==> config.mk <==
export PLATFORM = sky130hd
export DESIGN_NAME = mem_writeback_stage
export DESIGN_NICKNAME = d
export VERILOG_FILES = /design/src/rtl/mem_writeback_stage.sv
export SDC_FILE = /design/constraint.sdc
export NUM_CORES = 1
export LEC_CHECK = 0
export ABC_CLOCK_PERIOD_IN_PS = 3550
export CAP_MARGIN = 20
export CELL_PAD_IN_SITES_DETAIL_PLACEMENT = 1
export CELL_PAD_IN_SITES_GLOBAL_PLACEMENT = 1
export CORE_MARGIN = 5
export CORE_UTILIZATION = 40
export DETAILED_ROUTE_END_ITERATION = 10
export MAX_ROUTING_LAYER = met4
export PLACE_DENSITY_LB_ADDON = 0.1
export SYNTH_ARGS = -nofsm -noshare
export SYNTH_HDL_FRONTEND = slang
export SYNTH_SLANG_ARGS = --single-unit
==> constraint.sdc <==
create_clock -name clk -period 3.55 [get_ports clk]
set_clock_uncertainty 0.05 [all_clocks]
set_input_delay 0.71 -clock clk [delete_from_list [all_inputs] [get_ports clk]]
set_output_delay 0.71 -clock clk [all_outputs]
set_load 0.03 [all_outputs]
==> src/rtl/mem_writeback_stage.sv <==
// Memory/writeback stage: runs the req/ack data-memory handshake for loads and stores and drives the
// register-file write port. Define MEM_TIMEOUT_EN to add the BUSY-state ack timeout and memError pulse.
module mem_writeback_stage #(
   parameter int unsigned MEM_TIMEOUT = 255,
   parameter int unsigned TIMEOUT_W   = 8
) (
   input  logic        clk,
   input  logic        reset,
   input  logic [3:0]  inWrtIndex,
   input  logic        inRegWrEn,
   input  logic [1:0]  inMulSel,
   input  logic [31:0] inAluOut,
   input  logic [31:0] inData2Out,
   input  logic [31:0] inPC,
   input  logic        inIsLoad,
   input  logic        inIsStore,
   output logic        dmemReq,
   output logic [31:0] dmemAddr,
   output logic [31:0] dmemWrData,
   output logic        dmemWrEn,
   input  logic        dmemAck,
   input  logic [31:0] dmemRdData,
   output logic        rfWrEn,
   output logic [3:0]  rfWrtIndex,
   output logic [31:0] rfWrtData,
   output logic        memStall,
   output logic        memError
);

   typedef enum logic {
      ST_IDLE = 1'b0,
      ST_BUSY = 1'b1
   } state_t;

   localparam logic [1:0] SEL_LOAD = 2'b01;
   localparam logic [1:0] SEL_LINK = 2'b10;

   state_t      r_state;
   state_t      w_state_nxt;

   logic        w_mem_op;
   logic        w_timeout;

   // Instruction fields held across the memory access; the ALU result lives in r_dmem_addr.
   logic [3:0]  r_hold_index;
   logic        r_hold_wren;
   logic [1:0]  r_hold_sel;
   logic [31:0] r_hold_pc;

   logic        r_dmem_req;
   logic [31:0] r_dmem_addr;
   logic [31:0] r_dmem_wr_data;
   logic        r_dmem_wr_en;
   logic        r_rf_wr_en;
   logic [3:0]  r_rf_wrt_index;
   logic [31:0] r_rf_wrt_data;

   // Writeback mux; 00 and 11 both select the ALU result, PC+4 wraps modulo 2^32.
   function automatic logic [31:0] wb_select(
      input logic [1:0]  sel,
      input logic [31:0] alu,
      input logic [31:0] rd_data,
      input logic [31:0] pc
   );
      logic [31:0] result;
      result = alu;
      if (sel == SEL_LOAD) begin
         result = rd_data;
      end else if (sel == SEL_LINK) begin
         result = pc + 32'd4;
      end
      return result;
   endfunction

   if (MEM_TIMEOUT == 0 || 64'(MEM_TIMEOUT) >= (64'd1 << TIMEOUT_W)) begin : g_bad_timeout_cfg
      $error("MEM_TIMEOUT must be nonzero and fit in TIMEOUT_W bits");
   end

   assign w_mem_op = inIsLoad || inIsStore;

`ifdef MEM_TIMEOUT_EN
   logic [TIMEOUT_W-1:0] r_cnt;
   logic                 r_mem_error;

   // The limit is hit in the cycle whose missing ack would take the count to MEM_TIMEOUT.
   assign w_timeout = (r_state == ST_BUSY) && !dmemAck &&
                      (r_cnt == TIMEOUT_W'(MEM_TIMEOUT - 1));

   always_ff @(posedge clk or negedge reset) begin
      if (!reset) begin
         r_cnt       <= '0;
         r_mem_error <= 1'b0;
      end else begin
         r_mem_error <= w_timeout;
         if (r_state == ST_IDLE) begin
            r_cnt <= '0;
         end else if (!dmemAck) begin
            r_cnt <= r_cnt + TIMEOUT_W'(1);
         end
      end
   end

   assign memError = r_mem_error;
`else
   assign w_timeout = 1'b0;
   assign memError  = 1'b0;
`endif

   always_ff @(posedge clk or negedge reset) begin
      if (!reset) begin
         r_state <= ST_IDLE;
      end else begin
         r_state <= w_state_nxt;
      end
   end

   always_comb begin
      // NOTE: default assigned first so no path through this block can infer a latch.
      w_state_nxt = r_state;
      if (r_state == ST_IDLE) begin
         if (w_mem_op) begin
            w_state_nxt = ST_BUSY;
         end
      end else begin
         if (dmemAck || w_timeout) begin
            w_state_nxt = ST_IDLE;
         end
      end
   end

   always_ff @(posedge clk or negedge reset) begin
      if (!reset) begin
         r_hold_index   <= '0;
         r_hold_wren    <= 1'b0;
         r_hold_sel     <= '0;
         r_hold_pc      <= '0;
         r_dmem_req     <= 1'b0;
         r_dmem_addr    <= '0;
         r_dmem_wr_data <= '0;
         r_dmem_wr_en   <= 1'b0;
         r_rf_wr_en     <= 1'b0;
         r_rf_wrt_index <= '0;
         r_rf_wrt_data  <= '0;
      end else if (r_state == ST_IDLE) begin
         // NOTE: non-blocking assignments so every register samples pre-edge values.
         if (w_mem_op) begin
            r_hold_index   <= inWrtIndex;
            r_hold_wren    <= inRegWrEn;
            r_hold_sel     <= inMulSel;
            r_hold_pc      <= inPC;
            r_dmem_addr    <= inAluOut;
            r_dmem_wr_data <= inData2Out;
            r_dmem_wr_en   <= inIsStore;
            r_dmem_req     <= 1'b1;
            r_rf_wr_en     <= 1'b0;
         end else begin
            r_rf_wr_en     <= inRegWrEn;
            r_rf_wrt_index <= inWrtIndex;
            r_rf_wrt_data  <= wb_select(inMulSel, inAluOut, dmemRdData, inPC);
         end
      end else begin
         r_rf_wr_en <= 1'b0;
         if (dmemAck) begin
            r_dmem_req <= 1'b0;
            if (!r_dmem_wr_en) begin
               r_rf_wr_en     <= r_hold_wren;
               r_rf_wrt_index <= r_hold_index;
               r_rf_wrt_data  <= wb_select(r_hold_sel, r_dmem_addr, dmemRdData, r_hold_pc);
            end
         end else if (w_timeout) begin
            r_dmem_req <= 1'b0;
         end
      end
   end

   assign memStall = ((r_state == ST_IDLE) && w_mem_op) ||
                     ((r_state == ST_BUSY) && !dmemAck && !w_timeout);

   assign dmemReq    = r_dmem_req;
   assign dmemAddr   = r_dmem_addr;
   assign dmemWrData = r_dmem_wr_data;
   assign dmemWrEn   = r_dmem_wr_en;
   assign rfWrEn     = r_rf_wr_en;
   assign rfWrtIndex = r_rf_wrt_index;
   assign rfWrtData  = r_rf_wrt_data;

endmodule

# Word-level counts from Yosys, hierarchy flattened
# Index checks and enable logic that the tools add are counted.
dict set report totals {
  register_bits 143
  in_bits 140
  output_inout_bits 105
  elab_cells 53
}
dict set report classes {
  add_sub_neg 2
  eq_ne 7
  mux 22
  bitwise 1
  reduce_logical 9
}
# cell n
set ops {}
lappend ops {{32-bit 2-to-1 mux} 8}
lappend ops {{32-bit by 3-bit adder with 32-bit output (second input constant)} 2}
lappend ops {{4-bit 2-to-1 mux} 4}
lappend ops {{1-bit 2-to-1 mux} 10}
lappend ops {{2-bit != test (second input constant)} 3}
lappend ops {{2-bit by 1-bit equality test with 1-bit output (second input constant)} 2}
lappend ops {{2-bit equality test (second input constant)} 2}
lappend ops {{2-bit AND reduction} 2}
lappend ops {{3-bit AND reduction} 1}
lappend ops {{1-bit logical AND} 2}
lappend ops {{1-bit logical OR} 2}
lappend ops {{2-bit nonzero test} 1}
lappend ops {{1-bit logical NOT} 1}
lappend ops {{1-bit NOT} 1}

# Logic depth before layout (Yosys ltp)
dict set report logic_depth {
  ltp_word 6
  ltp_mapped 8
  mapped_depth_nobuf 7
}

# Least setup slack after synthesis
# OpenSTA, ideal clock, no wires.
dict set report synth_timing {
  path_type {input to register}
  from {input port inPC[7]}
  to {register r_rf_wrt_data[31] (netlist: rfWrtData[31])}
  setup_time_ns 0.137
  t_arrival_ns 2.378
  path_slack_ns 0.984
  stages 7
  n_path_buf 1
  path_cell_list {nand4_2 or4_1 buf_2 or4_4 xnor2_2 a21oi_1 a211oi_2}
}
dict set report synth_via {
  elab_chain_cells 5
}
# item line_no
set synth_lines {}
lappend synth_lines {{start: declaration} 14} ;# input logic [31:0] inPC,
lappend synth_lines {{32-bit by 3-bit adder with 32-bit output} 70} ;# result = pc + 32'd4;
lappend synth_lines {{32-bit 2-to-1 mux} 69} ;# end else if (sel == SEL_LINK) begin
lappend synth_lines {{32-bit 2-to-1 mux} 67} ;# if (sel == SEL_LOAD) begin
lappend synth_lines {{32-bit 2-to-1 mux} 146} ;# if (w_mem_op) begin
lappend synth_lines {{32-bit 2-to-1 mux} 144} ;# end else if (r_state == ST_IDLE) begin
lappend synth_lines {{end signal: assignment} 159} ;# r_rf_wrt_data <= wb_select(inMulSel, inAluOut, dmemRdData, inPC);
lappend synth_lines {{end signal: assignment} 168} ;# r_rf_wrt_data <= wb_select(r_hold_sel, r_dmem_addr, dmemRdData, r_hold_pc);
lappend synth_lines {{end: declaration} 56} ;# logic [31:0] r_rf_wrt_data;
# Every way passes these cells. The select of a mux whose other input is x is not followed.
# A chain may end at the register's enable or synchronous reset.

# Worst setup path after layout
dict set report layout_timing {
  from {input port inIsStore}
  to {output port memStall}
}
dict set report layout_via {
  elab_chain_cells 3
}
# item line_no
set layout_lines {}
lappend layout_lines {{start: declaration} 16} ;# input logic inIsStore,
lappend layout_lines {{1-bit logical OR} 79} ;# assign w_mem_op = inIsLoad || inIsStore;
lappend layout_lines {{1-bit logical AND} 176} ;# assign memStall = ((r_state == ST_IDLE) && w_mem_op) ||
lappend layout_lines {{1-bit logical OR} 176}
lappend layout_lines {{end: declaration} 26} ;# output logic memStall,
# Every way passes these cells.

==> results.json <==
{
  "outcome": "complete, no violations",
  "finalNonFillerCells": 1338,
  "syn_area_mm2": 0.00841,
  "critPathCaptureType": "output port",
  "grt_pass1_vias": 8106,
  "yosys-top-cells-area": "dfrtp_1, mux2_2, a21oi_1, mux2i_1, xnor2_1",
  "wl_met1_mm": 13.2,
  "dieArea_mm2": 0.0240,
  "drt-total-wl_mm": 30.6,
  "area.sequential_mm2": 0.00358,
  "fill_cells": 2304,
  "dp_slack_ns": 0.278,
  "slew_headroom_pct": 33.4,
  "cpPeakStageDelay_ns": 0.71,
  "crit_type": "in -> out",
  "die_height_um": 155,
  "dp_cells": 1303,
  "multi_input_area_mm2": 0.00453,
  "via_per_inst": 5.68,
  "regToRegStartpoint": "r_hold_pc[10]",
  "syn_inst": 818,
  "rsz0062_at_grt": "no",
  "drc_errors": 0,
  "coreArea_mm2": 0.0209,
  "io_buffers": 243,
  "initial_core_util_pct": 40.3,
  "area_growth_syn_to_layout_pct": 39.3,
  "r2r-end": "rfWrtData[21]",
  "cpLargestDelayFamily": "buffers and inverters",
  "leakagePower_nw": 4.68,
  "ys_ff_latch": 143,
  "setup_slack_ns": 0.489,
  "antenna_found_initial": 3,
  "synth_fp_nets": 960,
  "yosysMostFrequentCell": "dfrtp_1",
  "r2r_slack_ns": 1.03,
  "vdd_drop_max_v": 0.000335,
  "synth.top_cell.area_share_pct": 42.5,
  "grt_max_degree": 111,
  "rr_worst_depth": 6,
  "cts_hold_buf": 0,
  "synth_commonest_cells": "dfrtp_1, mux2_2, a21oi_1, nand2_1, clkbuf_1",
  "clock_latency_ns": 0.43,
  "detail_route.wl_per_cell_um": 22.8,
  "final_hold_viol_count": 0,
  "p_sw_w": 0.00280,
  "drtIter0Drc": 312,
  "post_cts_resized": 0,
  "path_buf_inv": 2,
  "gp_congestion": 0.925,
  "min_period_ns": 3.06,
  "cts_tree": "built",
  "hold_path_class": "in -> async",
  "postRouteAntennaNets": 0,
  "power.share.clock_pct": 24.7,
  "wl_met2_mm": 14.7,
  "hpwl_mm": 22.5,
  "start_kind": "primary input",
  "cts_made_buffers": 17,
  "cts_setup_buffers": 0,
  "clock-sinks": 143,
  "synth_ff_type": "dfrtp_1",
  "grt_use_total_pct": 25.9,
  "placementRows": 53,
  "via_count": 7597,
  "die_w_um": 155,
  "crit_chain": "clkdlybuf4s50_1, nor3_1, a21oi_1, clkdlybuf4s50_1",
  "pwr_density_cell_mw_per_mm2": 614,
  "yosys.area.top_type": "dfrtp_1",
  "fmax_mhz": 327,
  "swShare_pct": 38.9,
  "power_frac_comb_pct": 40.8,
  "layout-drive-gt1-share_pct": 19.6,
  "holdWs_ns": 0.246,
  "p_int_w": 0.00439,
  "clk_pin_slew_worst_paths_ns": 0.06,
  "setup_viol": 0,
  "ys_async_sr_fraction_pct": 100,
  "yosysSeqAreaShare_pct": 42.5,
  "route.met3.wl_mm": 1.67,
  "clk_path_buf_depth": 2,
  "htree_levels": 4,
  "power_w": 0.00719,
  "overflow": 0,
  "ys_types": 59,
  "cp.arrival_ns": 2.30,
  "fin_nets": 1189,
  "tns_ns": 0,
  "io_pins": 245,
  "slowest_stage": "clkdlybuf4s50_1",
  "period_share_pct": 86.2,
  "dr.max_layer_used": "met4",
  "cp.depth": 4,
  "required_ns": 2.79,
  "max_slew.worst_pin.slew_ns": 0.995,
  "seq_power_share_pct": 34.5,
  "crit_top_cell": "clkdlybuf4s50_1",
  "grt_pass1_wl_mm": 47.1,
  "crit_start": "inIsStore",
  "syn_avg_cell_area_um2": 10.3,
  "cp_max_fo": 5,
  "synth-edff-count": 0,
  "drv_cap": 0,
  "drtPass1Iterations": 5,
  "cts_root_buffer": "clkbuf_16",
  "slew_viol_final": 0,
  "endpoint": "memStall",
  "synth_warnings": 0
}
==> kinds of logic after synthesis <==
logic type                 after synthesis  share of synthesized area, %
and+or+nand+nor                        202                          12.3
AOI/OAI and AO/OA                      184                          13.8
muxes                                  165                          21.6
DFF                                    143                          42.5
buffers and inverters                   69                          3.84
xor gates and xnor gates                52                          5.50
adders and majority gates                2                         0.297
other                                    1                        0.0446
==> power by group through the flow <==
stage                     clock network (W)  registers (W)  logic [W]
final                               0.00178        0.00248    0.00293
after CTS                           0.00181        0.00248    0.00296
after global routing                0.00189        0.00255    0.00311
after global placement                    0        0.00248    0.00291
after floorplan                           0        0.00307    0.00102
after detailed placement                  0        0.00251    0.00294
==> flip-flops by register name (all words and copies together), names as in the netlist, 2 cells and up <==
signal / count
rfWrtData: 32
dmemAddr: 32
r_hold_sel: 2
dmemWrData: 32
r_hold_pc: 32
r_hold_index: 4
rfWrtIndex: 4
==> metal layers <==
| layer | vias up | global-route usage [%] |
|---|---|---|
| li1 | 3497 | - |
| met3 | 46 | 5.87 |
| met1 | 3827 | 32.6 |
| met4 | 0 | 8.79 |
| met2 | 227 | 41.5 |
| met5 | - | - |
==> cell usage in the layout (no fill, tap or decap), types with 3 or more instances in the layout <==
| cell type | count |
|---|---|
| a22oi_1 | 4 |
| buf_4 | 24 |
| nand4_1 | 14 |
| a21oi_1 | 73 |
| nand2_1 | 44 |
| inv_6 | 7 |
| nor2b_1 | 9 |
| a221oi_1 | 4 |
| nor4_1 | 13 |
| clkdlybuf4s50_1 | 241 |
| a221o_1 | 17 |
| nand2b_1 | 3 |
| mux2i_1 | 32 |
| and4_1 | 5 |
| a211o_1 | 3 |
| nand3_1 | 26 |
| xor2_1 | 25 |
| and3_1 | 6 |
| o22ai_1 | 10 |
| o21ai_0 | 36 |
| xnor2_1 | 26 |
| dfrtp_1 | 142 |
| diode_2 | 3 |
| nor3_1 | 31 |
| clkbuf_16 | 17 |
| o221ai_1 | 3 |
| inv_1 | 10 |
| mux2_2 | 133 |
| a211oi_1 | 17 |
| nor2_1 | 33 |
==> worst reg2reg max path, stage by stage, from the launching register on <==
cell and delay, ns:
dfrtp_1 0.46, nand4_1 0.24, nor3_1 0.79, nand4_1 0.21
xnor2_1 0.27, a21oi_1 0.11, a311oi_1 0.28
==> worst min path at each step <==
stage / from / endpoint / slack (ns)
after CTS: reset / r_hold_pc[0] / 0.27
final: reset / dmemAddr[26] / 0.25
after floorplan: reset / dmemAddr[0] / 0.36
after global routing: reset / dmemAddr[28] / 0.30
after global placement: rfWrtData[3] / rfWrtData[3] / 0.41
after detailed placement: rfWrtIndex[1] / rfWrtIndex[1] / 0.42
==> area by class of cell <==
class	count	share of cell area, %
Tap cell	275	2.94
Inverter	10	0.320
Multi-Input combinational cell	606	38.6
Sequential cell	143	30.6
Antenna cell	3	0.0641
Timing Repair Buffer	269	22.6
Clock inverter	15	1.26
Clock buffer	17	3.63
==> through the flow <==
step	utilization (%)	cell area, µm²
floorplan	-	8410
global placement	53.3	11100
detailed placement	53.3	11100
CTS	56.1	11700
global route	56.1	11700
finish	56.1	11700
(Power assumes the default switching activity.)
